===== src/rtl/traffic_lights_pkg.sv =====
// Shared types for the traffic-light command scheduler:
// command codes, FSM states and configuration burst steps.
package traffic_lights_pkg;

  localparam int DATA_W_DEF = 16;

  typedef enum logic [2:0] {
    CMD_ON         = 3'd0,
    CMD_OFF        = 3'd1,
    CMD_UNREG      = 3'd2,
    CMD_SET_GREEN  = 3'd3,
    CMD_SET_RED    = 3'd4,
    CMD_SET_YELLOW = 3'd5
  } cmd_type_e;

  typedef enum logic [1:0] {
    ST_IDLE,
    ST_SEQ,
    ST_MAN,
    ST_GAP
  } state_e;

  // Burst order; the value doubles as the bit index
  // in the pending-step mask.
  typedef enum logic [2:0] {
    STEP_UNREG,
    STEP_RED,
    STEP_YELLOW,
    STEP_GREEN,
    STEP_FINAL
  } step_e;

endpackage


===== src/rtl/tl_rr_arb2.sv =====
// Two-requester round-robin arbiter with registered pointer.
// req[0]/req[1] -> grant[0]/grant[1]; pointer moves on accept.
module tl_rr_arb2
  import traffic_lights_pkg::*;
(
  input  logic       clk,
  input  logic       rst_n,
  input  logic [1:0] req,
  input  logic       accept,
  output logic [1:0] grant
);

  // ptr = 1 favours requester 1 on a tie
  logic ptr;

  always_comb begin
    grant = 2'b00;
    unique case (1'b1)
      req == 2'b11: grant = ptr ? 2'b10 : 2'b01;
      req == 2'b01: grant = 2'b01;
      req == 2'b10: grant = 2'b10;
      default:      grant = 2'b00;
    endcase
  end

  always_ff @(posedge clk or negedge rst_n) begin
    if (!rst_n) begin
      ptr <= 1'b0;
    end else if (accept) begin
      ptr <= grant[0];
    end
  end

endmodule


===== src/rtl/traffic_lights_cmd_sched.sv =====
// Shares the controller command port between a config requester
// (expanded into a burst) and a manual requester, with idle gaps.
// Ports: cfg_* / man_* valid-ready requests in; cmd_* pulses,
// busy_o and err_o out.
module traffic_lights_cmd_sched
  import traffic_lights_pkg::*;
#(
  parameter int GAP_CYCLES = 2,
  parameter int DATA_W     = DATA_W_DEF
) (
  input  logic              clk_i,
  input  logic              rst_n_i,
  input  logic              cfg_valid_i,
  output logic              cfg_ready_o,
  input  logic [DATA_W-1:0] cfg_red_time_i,
  input  logic [DATA_W-1:0] cfg_yellow_time_i,
  input  logic [DATA_W-1:0] cfg_green_time_i,
  input  logic              cfg_enable_i,
  input  logic              man_valid_i,
  output logic              man_ready_o,
  input  logic [2:0]        man_type_i,
  input  logic [DATA_W-1:0] man_data_i,
  output logic [2:0]        cmd_type_o,
  output logic              cmd_valid_o,
  output logic [DATA_W-1:0] cmd_data_o,
  output logic              busy_o,
  output logic              err_o
);

  localparam int CW = (GAP_CYCLES > 0) ?
    (($clog2(GAP_CYCLES + 1) > 0) ? $clog2(GAP_CYCLES + 1) : 1) : 1;
  localparam logic [CW-1:0] GAP_LOAD =
    CW'((GAP_CYCLES > 0) ? GAP_CYCLES - 1 : 0);

  state_e            state, state_n;
  logic [4:0]        rem, rem_n, avail;
  logic [CW-1:0]     cnt, cnt_n;
  logic [DATA_W-1:0] red, yel, grn;
  logic              en;
  logic [DATA_W-1:0] s_red, s_yel, s_grn;
  logic              s_en;
  logic [1:0]        req, grant;
  logic              idle, take_cfg, take_man, accept;
  logic              valid_n, err_n, emit, more;
  logic [2:0]        type_n;
  logic [DATA_W-1:0] data_n;
  step_e             pick;

  assign idle = (state == ST_IDLE);
  assign req  = {man_valid_i, cfg_valid_i};

  tl_rr_arb2 u_arb (
    .clk    (clk_i),
    .rst_n  (rst_n_i),
    .req    (req),
    .accept (accept),
    .grant  (grant)
  );

  // Gated by reset so every output reads 0 while held in reset
  assign cfg_ready_o = rst_n_i & idle & grant[0];
  assign man_ready_o = rst_n_i & idle & grant[1];
  assign take_cfg    = cfg_valid_i & cfg_ready_o;
  assign take_man    = man_valid_i & man_ready_o;
  assign accept      = take_cfg | take_man;
  assign busy_o      = ~idle;

  // The first burst step is issued on the handshake edge,
  // before the payload registers hold the new values.
  assign s_red = take_cfg ? cfg_red_time_i    : red;
  assign s_yel = take_cfg ? cfg_yellow_time_i : yel;
  assign s_grn = take_cfg ? cfg_green_time_i  : grn;
  assign s_en  = take_cfg ? cfg_enable_i      : en;
  assign avail = take_cfg ?
    {1'b1, |cfg_green_time_i, |cfg_yellow_time_i,
     |cfg_red_time_i, 1'b1} : rem;
  assign more  = |avail;

  always_comb begin
    pick = STEP_FINAL;
    for (int i = 4; i >= 0; i--) begin
      if (avail[i]) pick = step_e'(i);
    end
  end

  always_comb begin
    state_n = state;
    rem_n   = rem;
    cnt_n   = cnt;
    valid_n = 1'b0;
    type_n  = '0;
    data_n  = '0;
    err_n   = 1'b0;
    emit    = 1'b0;
    unique case (state)
      ST_IDLE: begin
        if (take_cfg) begin
          emit = 1'b1;
        end else if (take_man && man_type_i >= 3'd6) begin
          err_n = 1'b1;
        end else if (take_man) begin
          state_n = ST_MAN;
          valid_n = 1'b1;
          type_n  = man_type_i;
          data_n  = (man_type_i >= 3'd3) ? man_data_i : '0;
        end
      end
      ST_SEQ, ST_MAN: begin
        if (GAP_CYCLES > 0) begin
          state_n = ST_GAP;
          cnt_n   = GAP_LOAD;
        end else if (more) begin
          emit = 1'b1;
        end else begin
          state_n = ST_IDLE;
        end
      end
      ST_GAP: begin
        if (cnt != '0) begin
          cnt_n = cnt - CW'(1);
        end else if (more) begin
          emit = 1'b1;
        end else begin
          state_n = ST_IDLE;
        end
      end
      default: state_n = ST_IDLE;
    endcase
    if (emit) begin
      state_n = ST_SEQ;
      valid_n = 1'b1;
      rem_n   = avail & ~(5'b00001 << pick);
      unique case (pick)
        STEP_UNREG:  type_n = CMD_UNREG;
        STEP_RED: begin
          type_n = CMD_SET_RED;
          data_n = s_red;
        end
        STEP_YELLOW: begin
          type_n = CMD_SET_YELLOW;
          data_n = s_yel;
        end
        STEP_GREEN: begin
          type_n = CMD_SET_GREEN;
          data_n = s_grn;
        end
        default: type_n = s_en ? CMD_ON : CMD_OFF;
      endcase
    end
  end

  always_ff @(posedge clk_i or negedge rst_n_i) begin
    if (!rst_n_i) begin
      state       <= ST_IDLE;
      rem         <= '0;
      cnt         <= '0;
      red         <= '0;
      yel         <= '0;
      grn         <= '0;
      en          <= 1'b0;
      cmd_valid_o <= 1'b0;
      cmd_type_o  <= '0;
      cmd_data_o  <= '0;
      err_o       <= 1'b0;
    end else begin
      state       <= state_n;
      rem         <= rem_n;
      cnt         <= cnt_n;
      cmd_valid_o <= valid_n;
      cmd_type_o  <= type_n;
      cmd_data_o  <= data_n;
      err_o       <= err_n;
      if (take_cfg) begin
        red <= cfg_red_time_i;
        yel <= cfg_yellow_time_i;
        grn <= cfg_green_time_i;
        en  <= cfg_enable_i;
      end
    end
  end

endmodule


===== config.mk =====
export PLATFORM = sky130hd
export DESIGN_NAME = traffic_lights_cmd_sched
export DESIGN_NICKNAME = d
export VERILOG_FILES = /design/src/rtl/traffic_lights_pkg.sv /design/src/rtl/tl_rr_arb2.sv /design/src/rtl/traffic_lights_cmd_sched.sv
export SDC_FILE = /design/constraint.sdc
export NUM_CORES = 1
export LEC_CHECK = 0
export ABC_AREA = 1
export CORE_ASPECT_RATIO = 0.7
export CORE_MARGIN = 2
export CORE_UTILIZATION = 61
export CTS_BUF_LIST = sky130_fd_sc_hd__clkbuf_2
export DETAILED_ROUTE_END_ITERATION = 8
export DONT_BUFFER_PORTS = 1
export PLACE_DENSITY = 0.87
export SYNTH_ARGS = -nofsm -noshare
export SYNTH_HDL_FRONTEND = slang
export SYNTH_SLANG_ARGS = --single-unit

===== constraint.sdc =====
create_clock -name clk_i -period 2.4 [get_ports clk_i]
set_input_delay 0.48 -clock clk_i [delete_from_list [all_inputs] [get_ports clk_i]]
set_output_delay 0.48 -clock clk_i [all_outputs]
set_load 0.02 [all_outputs]

-- Word-level counts from Yosys, hierarchy flattened
Cells that the tools add are included.
Widths: inputs -> output; s select.
- register bits: 80
- bits in writable memories: 0
- memory bits (read-only): 0
- memories kept: 0
- output and inout port bits: 24
- latch bits: 0
- bits of input ports: 72
- word-level logic and storage cells: 98
- mux-type cells: 46
- eq/ne operators: 15
- shift-type cells: 1
- reductions and logical operators: 12
- bitwise gates (word level): 9
- multiply operators: 0
- order comparisons: 2
- $add $sub $neg: 1
- divide/modulo/power cells: 0
- operators by type and width (operator ; number):
    $mux 16 ; 9
    $pmux 16 s3 ; 1
    $reduce_or 16->1 ; 3
    $mux 3 ; 9
    $mux 2 ; 8
    $mux 1 ; 13
    $pmux 2 s3 ; 2
    $pmux 3 s4 ; 1
    $ne 3x3->1 const B ; 3
    $eq 2x2->1 const B ; 4
    $eq 3x2->1 const B ; 2
    $and 1x1->1 ; 5
    $and 5x5->5 ; 1
    $mux 5 ; 1
    $not 5->5 ; 1
    $reduce_and 5->1 ; 1
    $reduce_or 5->1 ; 1
    $shl 1x3->5 const A ; 1
    $eq 2x1->1 const B ; 2
    $pmux 2 s2 ; 1
    $reduce_bool 2->1 ; 2
    $eq 3x1->1 const B ; 1
    $ge 3x2->1 const B ; 1
    $ge 3x3->1 const B ; 1
    other kinds (12) ; 12

-- Depth between registers and ports, before layout
Gate-level depths: netlist of the first run.
- word-level depth: 12
- mapped depth: 14

-- By module
Synthesis of the first run repeated with hierarchy kept, for this count alone.
- cells, all modules: 551
- area total of the unflattened synthesis: 4200.3 sq um
- by module, submodules not included (module ; area an instance (sq um) ; instances ; cells an instance ; seq. area each (sq um)):
    traffic_lights_cmd_sched ; 4137.7 ; 1 ; 542 ; 1976.9
    tl_rr_arb2 ; 62.6 ; 1 ; 9 ; 25.0

-- Worst setup path after synthesis of the first run
Ideal clock, no wire load.
- kind: register -> register
- start: register state[0]
- end: register state[0]
- slack: 541 ps
- path buffers: 0
- stages on the path, launching flop included: 12
- data arrival time: 1742 ps
- data required time: 2284 ps
- cell sequence: dfrtp_1 inv_1 ha_1 nand2_2 inv_2 nand2_1 a21oi_2 nand2_2 a21oi_1 nand2_1 nand3_1 nand2_1
- elaborated cells between the ends (all ways): 25
- classes of those cells: eq/ne (8); mux (7); bitwise (5); reduce/logical (5)
- RTL lines (item ; RTL line ; RTL):
    from (decl) ; traffic_lights_cmd_sched.sv:35 ; state_e state, state_n;
    from (signal assigned) ; traffic_lights_cmd_sched.sv:166 ; state <= state_n;
    $logic_not 2->1 (*) ; traffic_lights_cmd_sched.sv:49 ; assign idle = (state == ST_IDLE);
    $and 1x1->1 (*) (2 in series) ; traffic_lights_cmd_sched.sv:62 ; assign man_ready_o = rst_n_i & idle & grant[1];
    net man_ready_o ; traffic_lights_cmd_sched.sv:20 ; output logic man_ready_o,
    $and 1x1->1 (*) ; traffic_lights_cmd_sched.sv:64 ; assign take_man = man_valid_i & man_ready_o;
    $logic_and 1x1->1 ; traffic_lights_cmd_sched.sv:99 ; end else if (take_man && man_type_i >= 3'd6) begin
    $ne 3x3->1 (no line) ; n/a ;
    $reduce_and 5->1 (no line) (*) ; n/a ;
Mark *: on every way through the listed nets, which the timed path passes. The rest lies on a longest branch.
A chain may end at the register's enable or synchronous reset.

-- Worst setup path after layout of the first run
- start: register state[0]
- end: output port man_ready_o
- longest elaborated chain between the ends: 3
- ends and longest elaborated chain (item ; RTL line):
    $logic_not 2->1 ; traffic_lights_cmd_sched.sv:49
    $and 1x1->1 (2 in series) ; traffic_lights_cmd_sched.sv:62
    to (decl) ; traffic_lights_cmd_sched.sv:20
No other way between the ends.

==> results.sh, run 1 <==
export IMPL_status="completed"
export IMPL_cp_end_kind="output pin"
export IMPL_fin_skew_ns=0.0200
export IMPL_dr_total_vias=3520
export IMPL_cap_violations=0
export IMPL_fillerInstances=519
export IMPL_first_pass_iters=5
export IMPL_layout_commonest_cell="nand2_1"
export IMPL_fin_hold_ws_ns=0.0818
export IMPL_setup_slack_ns=0.0793
export IMPL_slew_violations=0
export IMPL_wirelength_um=10700
export IMPL_max_slew_margin_rel_pct=63.9
export IMPL_cts_num_sinks=80
export IMPL_placed_cell_area_um2=4090
export IMPL_post_drt_via_cell_ratio=5.52
export IMPL_max_freq_ghz=0.431
export IMPL_final_cell_mix="259 x nand2_1, 80 x dfrtp_1, 41 x nand3_1"
export IMPL_fin_area_um2=4270
export IMPL_initial_core_util_pct=64.2
export IMPL_netlist_area_um2=4070
export IMPL_antenna_left=0
export IMPL_yosysWarnings=0
export IMPL_dpl_worst_slack_ns=0.224
export IMPL_clkLatencyLatePin_ns=0.52
export IMPL_core_area_um2=6340
export IMPL_antenna_cells=0
export IMPL_drt_iter0_drc=310
export IMPL_dieArea_um2=7340
export IMPL_hold_viol=0
export IMPL_syn_area_per_cell_um2=7.60
export IMPL_syn_inst=535
export IMPL_clockRootBuffer="clkbuf_2"
export IMPL_nets=618
export IMPL_wl_per_cell_um=16.7
export IMPL_setup_viol=0
export IMPL_start_kind="register"
export IMPL_post_dp_hpwl_um=7660
export IMPL_clk_path_buf_depth=2
export IMPL_peakVddDrop_mv=0.625
export IMPL_p_leak_nw=2.33
export IMPL_routabilityCongestion=1.07
export IMPL_period_minus_slack_ns=2.32
export IMPL_grt_usage_pct=30.5
export IMPL_fin_crit_sh_pct=96.7
export IMPL_grt_antenna_before_repair=0
export IMPL_ys_seq_elements=80
export IMPL_syn_to_final_growth_pct=5.05
export IMPL_ys_types=29
export IMPL_tightest_slew_ns=0.538
export IMPL_route_detailed_drc=0
export IMPL_num_rows=24
export IMPL_worstPathArrival_ns=1.84
export IMPL_die_h_um=72.3
export IMPL_cts_clk_slew_worst_paths_ns=0.23
export IMPL_cp_required_ns=1.92
export IMPL_first_global_vias=3325
export IMPL_portBuffers=0
export IMPL_die_w_um=102
export IMPL_power_total_mw=4.80
export IMPL_cts_htree_levels=3
export IMPL_drive_gt1_share_pct=12.4
export IMPL_overflow=0
export IMPL_cts_made_buffers=9
export IMPL_power_density_nw_per_um2=1120
export IMPL_grt_start_max_net_pins=81
export IMPL_hold_class="input port to register"
export IMPL_synth_seq_area_share_pct=49.2
export IMPL_syn_nets=611
export IMPL_path_max_fanout=4
export IMPL_cts_tree="yes"
export IMPL_ios=96
export IMPL_multi_input_area_um2=1780
export IMPL_ff_latch_area_um2=2000
export IMPL_grt_pass1_wl_um=16900
export IMPL_worstSetupPathType="register to output pin"
==> kinds of logic after synthesis <==
logic type	count (synthesis)	synth area share (%)
AOI/OAI and AO/OA	22	3.26
adders and majority gates	4	1.23
buffers and inverters	58	7.02
DFF	80	49.2
and+or+nand+nor	371	39.2
==> cell type report <==
class,instances,area share (%)
multi-input combinational,397,41.7
sequential,80,46.9
inverter,39,3.43
tap,91,2.67
clock buffer,11,1.29
timing repair buffer,15,3.25
clock inverter,5,0.791
==> synth_stat cells, drive strengths merged <==
library cell  number  area, µm²
a21oi              4       27.5
buf               13        116
clkbuf             6       22.5
clkinv             1       3.75
dfrtp             80       2000
ha                 4       50.1
inv               38        143
nand2            270       1060
nand3             44        250
nand3b             2       15.0
nand4              3       25.0
nor2              41        174
nor3b              1       7.51
nor4               2       12.5
o21ai             18        105
or2                8       50.1
==> worst max-delay path, stage by stage (launching register included) <==
cell,delay (ns)
dfrtp_1,0.43
inv_1,0.10
ha_2,0.22
nand2_2,0.09
inv_2,0.08
nand2_1,0.07
a21oi_2,0.16
buf_6,0.16
==> repair_timing <==
| item | CTS | global route |
|---|---|---|
| buffers inserted | 3 | 3 |
| setup endpoints to repair | 2 | 10 |
| hold buffers | 2 | 0 |
| gates resized for setup | 0 | 2 |
| pin swaps | 1 | 0 |
| hold endpoints to repair | 80 | 0 |
==> state kept, by name, indices dropped and copies added, names as in the netlist <==
| name | count |
|---|---|
| cmd_data_o | 16 |
| cmd_type_o | 3 |
| cmd_valid_o | 1 |
| cnt | 2 |
| en | 1 |
| err_o | 1 |
| grn | 16 |
| red | 16 |
| rem | 5 |
| state | 2 |
| u_arb.ptr | 1 |
| yel | 16 |
==> worst paths after layout <==
check                                    start  depth (start not counted)             to  slack, ns
max                                   state[0]                          7    man_ready_o       0.08
min                        cfg_green_time_i[9]                          2         grn[9]       0.08
max reg2reg                           state[0]                         11  cmd_data_o[3]       0.15
min reg2reg                             red[0]                          2         red[0]       0.50
max in group asynchronous              rst_n_i                          2         grn[4]       1.57
min in group asynchronous              rst_n_i                          2  cmd_data_o[1]       0.51
==> where the power goes <==
part	leakage, nW	switching (mW)	internal, mW
clock	0.0478	0.472	0.139
combinational	1.26	1.52	0.655
sequential	1.02	0.195	1.82
==> stage by stage <==
| step | instances | util [%] | TNS (ns) |
|---|---|---|---|
| after floorplan | 535 | - | 0 |
| after global placement | 614 | 64.6 | 0 |
| after detailed placement | 614 | 64.6 | 0 |
| after CTS | 635 | 66.9 | 0 |
| after global routing | 638 | 67.4 | -0.00323 |
| final | 638 | 67.4 | 0 |
==> metal layers <==
layer	global-route usage [%]	wire length [µm]	share of wire, %	up-vias
li1	-	-	-	1667
met1	44.9	4560	43	1615
met2	42.9	4540	43	221
met3	11.8	1410	13	17
met4	6.91	143	1.3	0
met5	0	0	0	-
Note: power is estimated with default switching activity, not from simulation.
==> inputs of run 2 (changes only) <==
--- a/config.mk
+++ b/config.mk
@@ -5,13 +5,13 @@
 export SDC_FILE = /design/constraint.sdc
 export NUM_CORES = 1
 export LEC_CHECK = 0
-export ABC_AREA = 1
 export CORE_ASPECT_RATIO = 0.7
 export CORE_MARGIN = 2
 export CORE_UTILIZATION = 61
 export CTS_BUF_LIST = sky130_fd_sc_hd__clkbuf_2
 export DETAILED_ROUTE_END_ITERATION = 8
 export DONT_BUFFER_PORTS = 1
+export HOLD_SLACK_MARGIN = 0.08
 export PLACE_DENSITY = 0.87
 export SYNTH_ARGS = -nofsm -noshare
 export SYNTH_HDL_FRONTEND = slang
==> results.sh, run 2 <==
export IMPL_rr_endpoint="cmd_data_o[0]"
export IMPL_fin_crit_sh_pct=93.8
export IMPL_clkLatencyLatePin_ns=0.50
export IMPL_worst_path_stages=5
export IMPL_drive_gt1_share_pct=6.74
export IMPL_syn_to_final_growth_pct=23.4
export IMPL_hold_viol=0
export IMPL_synth_edf_count=0
export IMPL_synthTopCellsByArea="dfrtp_1 54%, nand2_1 17%, a22o_1 4.0%, and3b_1 2.4%, nor4_1 2.4%"
export IMPL_post_cts_buffers=0
export IMPL_peakVddDrop_mv=0.589
export IMPL_cts_htree_levels=3
export IMPL_synth_top_area_share_pct=54.0
export IMPL_multi_input_area_um2=1580
export IMPL_final_cell_mix="171 x nand2_1, 80 x dfrtp_1, 66 x dlygate4sd3_1"
export IMPL_cts_made_buffers=9
export IMPL_syn_inst=413
export IMPL_num_rows=23
export IMPL_nets=548
export IMPL_die_w_um=97.2
export IMPL_p_leak_nw=2.26
export IMPL_cp_end_kind="output pin"
export IMPL_clockRootBuffer="clkbuf_2"
export IMPL_fin_hold_ws_ns=0.114
export IMPL_status="completed"
export IMPL_cts_num_sinks=80
export IMPL_rr_worst_depth=6
export IMPL_wirelength_um=11200
export IMPL_wl_per_cell_um=20.4
export IMPL_synth_seq_area_share_pct=54.0
export IMPL_synth_ff_type="dfrtp_1"
export IMPL_ys_seq_elements=80
export IMPL_slew_violations=0
export IMPL_cp_top_family="flip-flops"
export IMPL_tns_ns=0
export IMPL_ios=96
export IMPL_max_freq_ghz=0.444
export IMPL_critical_path_slowest_cell="dfrtp_1"
export IMPL_async_flop_share_pct=100
export IMPL_routabilityCongestion=0.916
export IMPL_hold_class="input port to register"
export IMPL_yosys_top_cells_count="171 x nand2_1, 80 x dfrtp_1, 20 x clkbuf_1, 17 x a22o_1, 17 x o21ai_0"
export IMPL_crit_end="cfg_ready_o"
export IMPL_r2r_start="cnt[0]"
export IMPL_fillerInstances=359
export IMPL_drt_iter0_drc=484
export IMPL_syn_area_per_cell_um2=8.98
export IMPL_syn_nets=489
export IMPL_synth_top_cell_by_area="dfrtp_1"
export IMPL_netlist_area_um2=3710
export IMPL_die_h_um=69.2
export IMPL_grt_pass1_wl_um=17000
export IMPL_synth_most_common_cell="nand2_1"
export IMPL_rsz0062_at_grt="no"
export IMPL_initial_core_util_pct=64.1
export IMPL_post_drt_via_cell_ratio=6.32
export IMPL_post_dp_hpwl_um=6750
export IMPL_antenna_left=0
export IMPL_startpoint="state[0]"
export IMPL_setup_viol=0
export IMPL_dieArea_um2=6730
export IMPL_grt_antenna_before_repair=1
export IMPL_rrSetupSlack_ns=0.34
export IMPL_first_pass_iters=8
export IMPL_layout_commonest_cell="nand2_1"
export IMPL_cap_violations=0
export IMPL_grt_start_max_net_pins=81
export IMPL_core_area_um2=5780
export IMPL_route_detailed_drc=0
export IMPL_overflow=0
export IMPL_max_slew_margin_rel_pct=48.6
export IMPL_cp_required_ns=1.92
export IMPL_worstPathArrival_ns=1.77
export IMPL_path_cells="inv_1 -> ha_2 -> and3_1 -> nand2_1 -> inv_4"
export IMPL_clk_path_buf_depth=2
export IMPL_tightest_slew_ns=0.764
export IMPL_worstSetupPathType="register to output pin"
export IMPL_worst_path_buf_inv=2
export IMPL_start_kind="register"
export IMPL_grt_usage_pct=32.9
export IMPL_path_max_fanout=7
export IMPL_critPathMaxStageDelay_ns=0.42
export IMPL_first_global_vias=3335
export IMPL_dr_total_vias=3481
export IMPL_period_minus_slack_ns=2.25
export IMPL_cts_tree="yes"
export IMPL_yosysWarnings=0
export IMPL_fin_skew_ns=0.0207
export IMPL_power_density_nw_per_um2=1070
export IMPL_ys_types=44
export IMPL_ff_latch_area_um2=2000
export IMPL_cts_clk_slew_worst_paths_ns=0.19
export IMPL_portBuffers=0
-- run 2: cell families (layout without fill, tap and decap cells) --
logic type	Yosys count	in the layout	share of synthesized area, %
fa+ha+maj	4	4	1.35
buf+inv	31	93	3.54
other cells	0	1	0
mux	3	3	0.843
xor+xnor	1	1	0.236
compound gates	69	69	13.2
simple gates	225	225	26.9
flops	80	80	54.0
-- run 2: power breakdown --
part	leakage (nW)	switching, mW	total [mW]	internal [mW]
sequential	1.02	0.485	2.33	1.84
clock	0.0829	0.433	0.865	0.432
combinational	1.16	1.02	1.69	0.674
total	2.26	1.94	4.88	2.95
-- run 2: worst reg2reg max path, delay by kind of cell (launching register included) --
kind	cells	cell delay, ns
AO/OA/AOI/OAI	2	0.43
adder cells (fa/ha/maj)	1	0.28
buffers and inverters	1	0.07
flip-flops	1	0.44
AND/OR/NAND/NOR	2	0.80
-- run 2: final cells by class --
class | instances | area share [%]
inverter | 6 | 0.546
timing repair buffer | 73 | 16.0
sequential | 80 | 43.7
clock inverter | 5 | 2.13
multi-input combinational | 302 | 34.5
antenna | 1 | 0.0546
tap | 75 | 2.05
clock buffer | 9 | 0.984
-- run 2: worst min path at each step --
| stage | start | to | slack [ns] | cells after the start |
|---|---|---|---|---|
| 2_1_floorplan | rst_n_i | cmd_data_o[0] | 0.18 | 0 |
| 3_3_place_gp | rst_n_i | red[5] | 0.19 | 0 |
| 3_5_place_dp | rst_n_i | red[3] | 0.19 | 0 |
| 4_1_cts | man_data_i[5] | cmd_data_o[5] | 0.08 | 1 |
| 5_1_grt | rst_n_i | u_arb.ptr | 0.08 | 2 |
| 6_report | rst_n_i | u_arb.ptr | 0.11 | 2 |
-- run 2: timing repair --
action                                  in CTS  in global routing
endpoints found under the hold margin      128                 16
endpoints found under the setup margin       0                  2
hold buffers                                50                 17
gates resized for setup                      0                  3
-- run 2: routing by layer --
| metal | global-route usage [%] | wire length (µm) | part of all wire (%) |
|---|---|---|---|
| met5 | 0 | 0 | 0 |
| met4 | 10.0 | 364 | 3.2 |
| met3 | 14.6 | 1630 | 15 |
| met2 | 48.6 | 4980 | 44 |
| met1 | 44.3 | 4250 | 38 |
-- run 2: through the flow --
| step | cells | util, % | cell area, µm² | total power, mW | worst slack (ns) |
|---|---|---|---|---|---|
| 4_1_cts | 533 | 76.1 | 4400 | 4.69 | 0.0371 |
| 2_1_floorplan | 413 | - | 3710 | 3.32 | 0.363 |
| 3_3_place_gp | 469 | 64.7 | 3740 | 3.66 | 0.465 |
| 5_1_grt | 551 | 79.2 | 4580 | 5.15 | 0.00426 |
| 3_5_place_dp | 469 | 64.7 | 3740 | 3.76 | 0.412 |
| 6_report | 551 | 79.2 | 4580 | 4.88 | 0.148 |
==> inputs of run 3 (changes only) <==
--- a/config.mk
+++ b/config.mk
@@ -15,4 +15,5 @@
 export PLACE_DENSITY = 0.87
 export SYNTH_ARGS = -nofsm -noshare
 export SYNTH_HDL_FRONTEND = slang
+export SYNTH_HIERARCHICAL = 1
 export SYNTH_SLANG_ARGS = --single-unit
==> constraint.sdc (replaced) <==
create_clock -name clk_i -period 2.23 [get_ports clk_i]
set_input_delay 0.446 -clock clk_i [delete_from_list [all_inputs] [get_ports clk_i]]
set_output_delay 0.446 -clock clk_i [all_outputs]
set_load 0.02 [all_outputs]
==> results.sh, run 3 <==
export IMPL_status="complete, but fails checks"
export IMPL_violations="setup timing"
export IMPL_first_pass_iters=5
export IMPL_syn_area_per_cell_um2=9.15
export IMPL_synth_seq_area_share_pct=54.2
export IMPL_cp_top_family="simple AND/OR/NAND/NOR gates"
export IMPL_clk_path_buf_depth=2
export IMPL_cp_required_ns=2.67
export IMPL_cts_htree_levels=3
export IMPL_hold_viol=0
export IMPL_clkLatencyLatePin_ns=0.54
export IMPL_dr_max_layer_used="met4"
export IMPL_setup_slack_ns=-0.00681
export IMPL_worstPathArrival_ns=2.67
export IMPL_core_area_um2=5780
export IMPL_ys_seq_elements=80
export IMPL_slew_violations=0
export IMPL_grt_pass1_wl_um=16200
export IMPL_path_cells="inv_1 -> ha_1 -> nand3b_1 -> nor4_4 -> nor3b_4 -> buf_4 -> a221o_1"
export IMPL_setup_viol=1
export IMPL_wl_met2_um=4670
export IMPL_post_dp_hpwl_um=6200
export IMPL_hold_class="input port to register"
export IMPL_synth_top_area_share_pct=54.2
export IMPL_placed_cell_area_um2=3770
export IMPL_peakVddDrop_mv=0.513
export IMPL_final_cell_mix="167 x nand2_1, 80 x dfrtp_1, 69 x dlygate4sd3_1"
export IMPL_dr_total_vias=3401
export IMPL_yosys_top_cells_count="167 x nand2_1, 80 x dfrtp_1, 17 x clkbuf_1, 14 x a221o_1, 14 x nor2_1"
export IMPL_yosysWarnings=6
export IMPL_netlist_area_um2=3690
export IMPL_syn_inst=404
export IMPL_wl_met3_um=1240
export IMPL_tightest_slew_ns=0.593
export IMPL_post_drt_via_cell_ratio=6.12
export IMPL_grt_usage_pct=31.2
export IMPL_cts_num_sinks=80
export IMPL_die_h_um=69.1
export IMPL_wl_met1_um=4190
export IMPL_synth_top_cell_by_area="dfrtp_1"
export IMPL_worstSetupPathType="register to register"
export IMPL_critPathMaxStageDelay_ns=0.43
export IMPL_drive_gt1_share_pct=7.48
export IMPL_cts_tree="yes"
export IMPL_grt_antenna_before_repair=0
export IMPL_routabilityCongestion=0.863
export IMPL_path_max_fanout=16
export IMPL_num_rows=23
export IMPL_fillerInstances=344
export IMPL_layout_commonest_cell="nand2_1"
export IMPL_critical_path_slowest_cell="nor4_4"
export IMPL_start_kind="register"
export IMPL_overflow=0
export IMPL_synthTopCellsByArea="dfrtp_1 54%, nand2_1 17%, a221o_1 3.8%, nor4_1 2.0%, a22oi_1 1.8%"
export IMPL_max_freq_ghz=0.447
export IMPL_cap_violations=0
export IMPL_synth_most_common_cell="nand2_1"
export IMPL_portBuffers=0
export IMPL_syn_to_final_growth_pct=24.8
export IMPL_period_minus_slack_ns=2.24
export IMPL_worst_path_buf_inv=2
export IMPL_async_flop_share_pct=100
export IMPL_initial_core_util_pct=63.9
export IMPL_syn_nets=480
export IMPL_max_slew_margin_rel_pct=60.1
export IMPL_route_detailed_drc=0
export IMPL_die_w_um=97.0
export IMPL_fin_crit_sh_pct=100
export IMPL_dieArea_um2=6710
export IMPL_antenna_cells=0
export IMPL_cts_made_buffers=9
export IMPL_synth_ff_type="dfrtp_1"
export IMPL_p_leak_nw=2.24
export IMPL_grt_start_max_net_pins=81
export IMPL_dpl_worst_slack_ns=0.0962
export IMPL_drt_iter0_drc=382
export IMPL_wirelength_um=10300
export IMPL_cts_clk_slew_worst_paths_ns=0.23
export IMPL_synth_edf_count=0
export IMPL_fin_skew_ns=0.0231
export IMPL_antenna_left=0
export IMPL_clockRootBuffer="clkbuf_2"
export IMPL_power_density_nw_per_um2=971
export IMPL_first_global_vias=3237
export IMPL_ys_types=41
export IMPL_fin_area_um2=4610
export IMPL_nets=552
export IMPL_wl_per_cell_um=18.5
export IMPL_ios=96
export IMPL_cp_end_kind="register"
==> run 3: changes by cell type in the layout (fill, tap and decap cells not counted), sizes merged, moves of 7 or more <==
cell   change
a221o     +14
a22o      -14
and3b      -8
buf        +7
nor2      +11
o21ai     -14
==> run 3: final cells by class <==
type / count / area [µm²] / area share, %
inverters: 6 / 22.5 / 0.488
multi-input cells: 296 / 1570 / 34.0
clock buffers: 9 / 45.0 / 0.977
repair buffers: 83 / 816 / 17.7
clock inverters: 7 / 62.6 / 1.36
well taps: 75 / 93.8 / 2.04
flip-flops and latches: 80 / 2000 / 43.4
==> run 3: timing repair <==
item,in CTS,in global routing
setup endpoints to repair,0,10
endpoints found under the hold margin,149,0
gates resized for setup,0,1
hold buffers,70,0
setup buffers,0,2
==> run 3: cell families (layout without fill, tap and decap cells) <==
logic type / count (synthesis) / count (layout) / synth area share (%)
DFF: 80 / 80 / 54.2
AOI/OAI and AO/OA: 53 / 53 / 10.9
xor gates and xnor gates: 1 / 1 / 0.237
and+or+nand+nor: 232 / 232 / 28.1
muxes: 6 / 6 / 1.79
buffers and inverters: 28 / 105 / 3.35
adders and majority gates: 4 / 4 / 1.35
==> run 3: routing by layer <==
layer / up-vias / global-route usage (%)
li1: 1525 / -
met1: 1627 / 42.9
met2: 222 / 48.5
met3: 27 / 9.43
met4: 0 / 9.23
met5: - / 0
==> run 3: per-stage QoR <==
stage	power [mW]	std cells	TNS, ns	util, %	hold slack, ns
floorplan	3.21	404	0	-	0.150
global placement	3.45	468	0	65.2	0.152
detailed placement	3.53	468	0	65.2	0.152
CTS	4.39	554	0	79.5	0.121
global route	4.75	556	-0.472	79.7	0.142
finish	4.48	556	-0.00681	79.7	0.134
==> run 3: worst min-delay path, stage by stage <==
cell     delay (ns)
nor4_1         0.03
nand4_1        0.07
nand2_1        0.05
o21ai_0        0.06
==> run 3: final timing paths <==
path                                     from            end  slack, ns  cells past startpoint
setup / recovery                       cnt[1]  cmd_data_o[2]     -0.007                      7
hold / removal             cfg_red_time_i[14]         rem[1]       0.13                      4
setup reg to reg                       cnt[1]  cmd_data_o[2]     -0.007                      7
hold reg to reg                        yel[9]         yel[9]       0.51                      2
max in group asynchronous             rst_n_i         yel[0]       1.48                      2
min in group asynchronous             rst_n_i  cmd_data_o[8]       0.41                      2
==> run 3: where the power goes <==
group / switching, mW / total (mW) / internal [mW]
Combinational: 0.790 / 1.41 / 0.617
Sequential: 0.379 / 2.32 / 1.94
Clock: 0.503 / 0.750 / 0.247
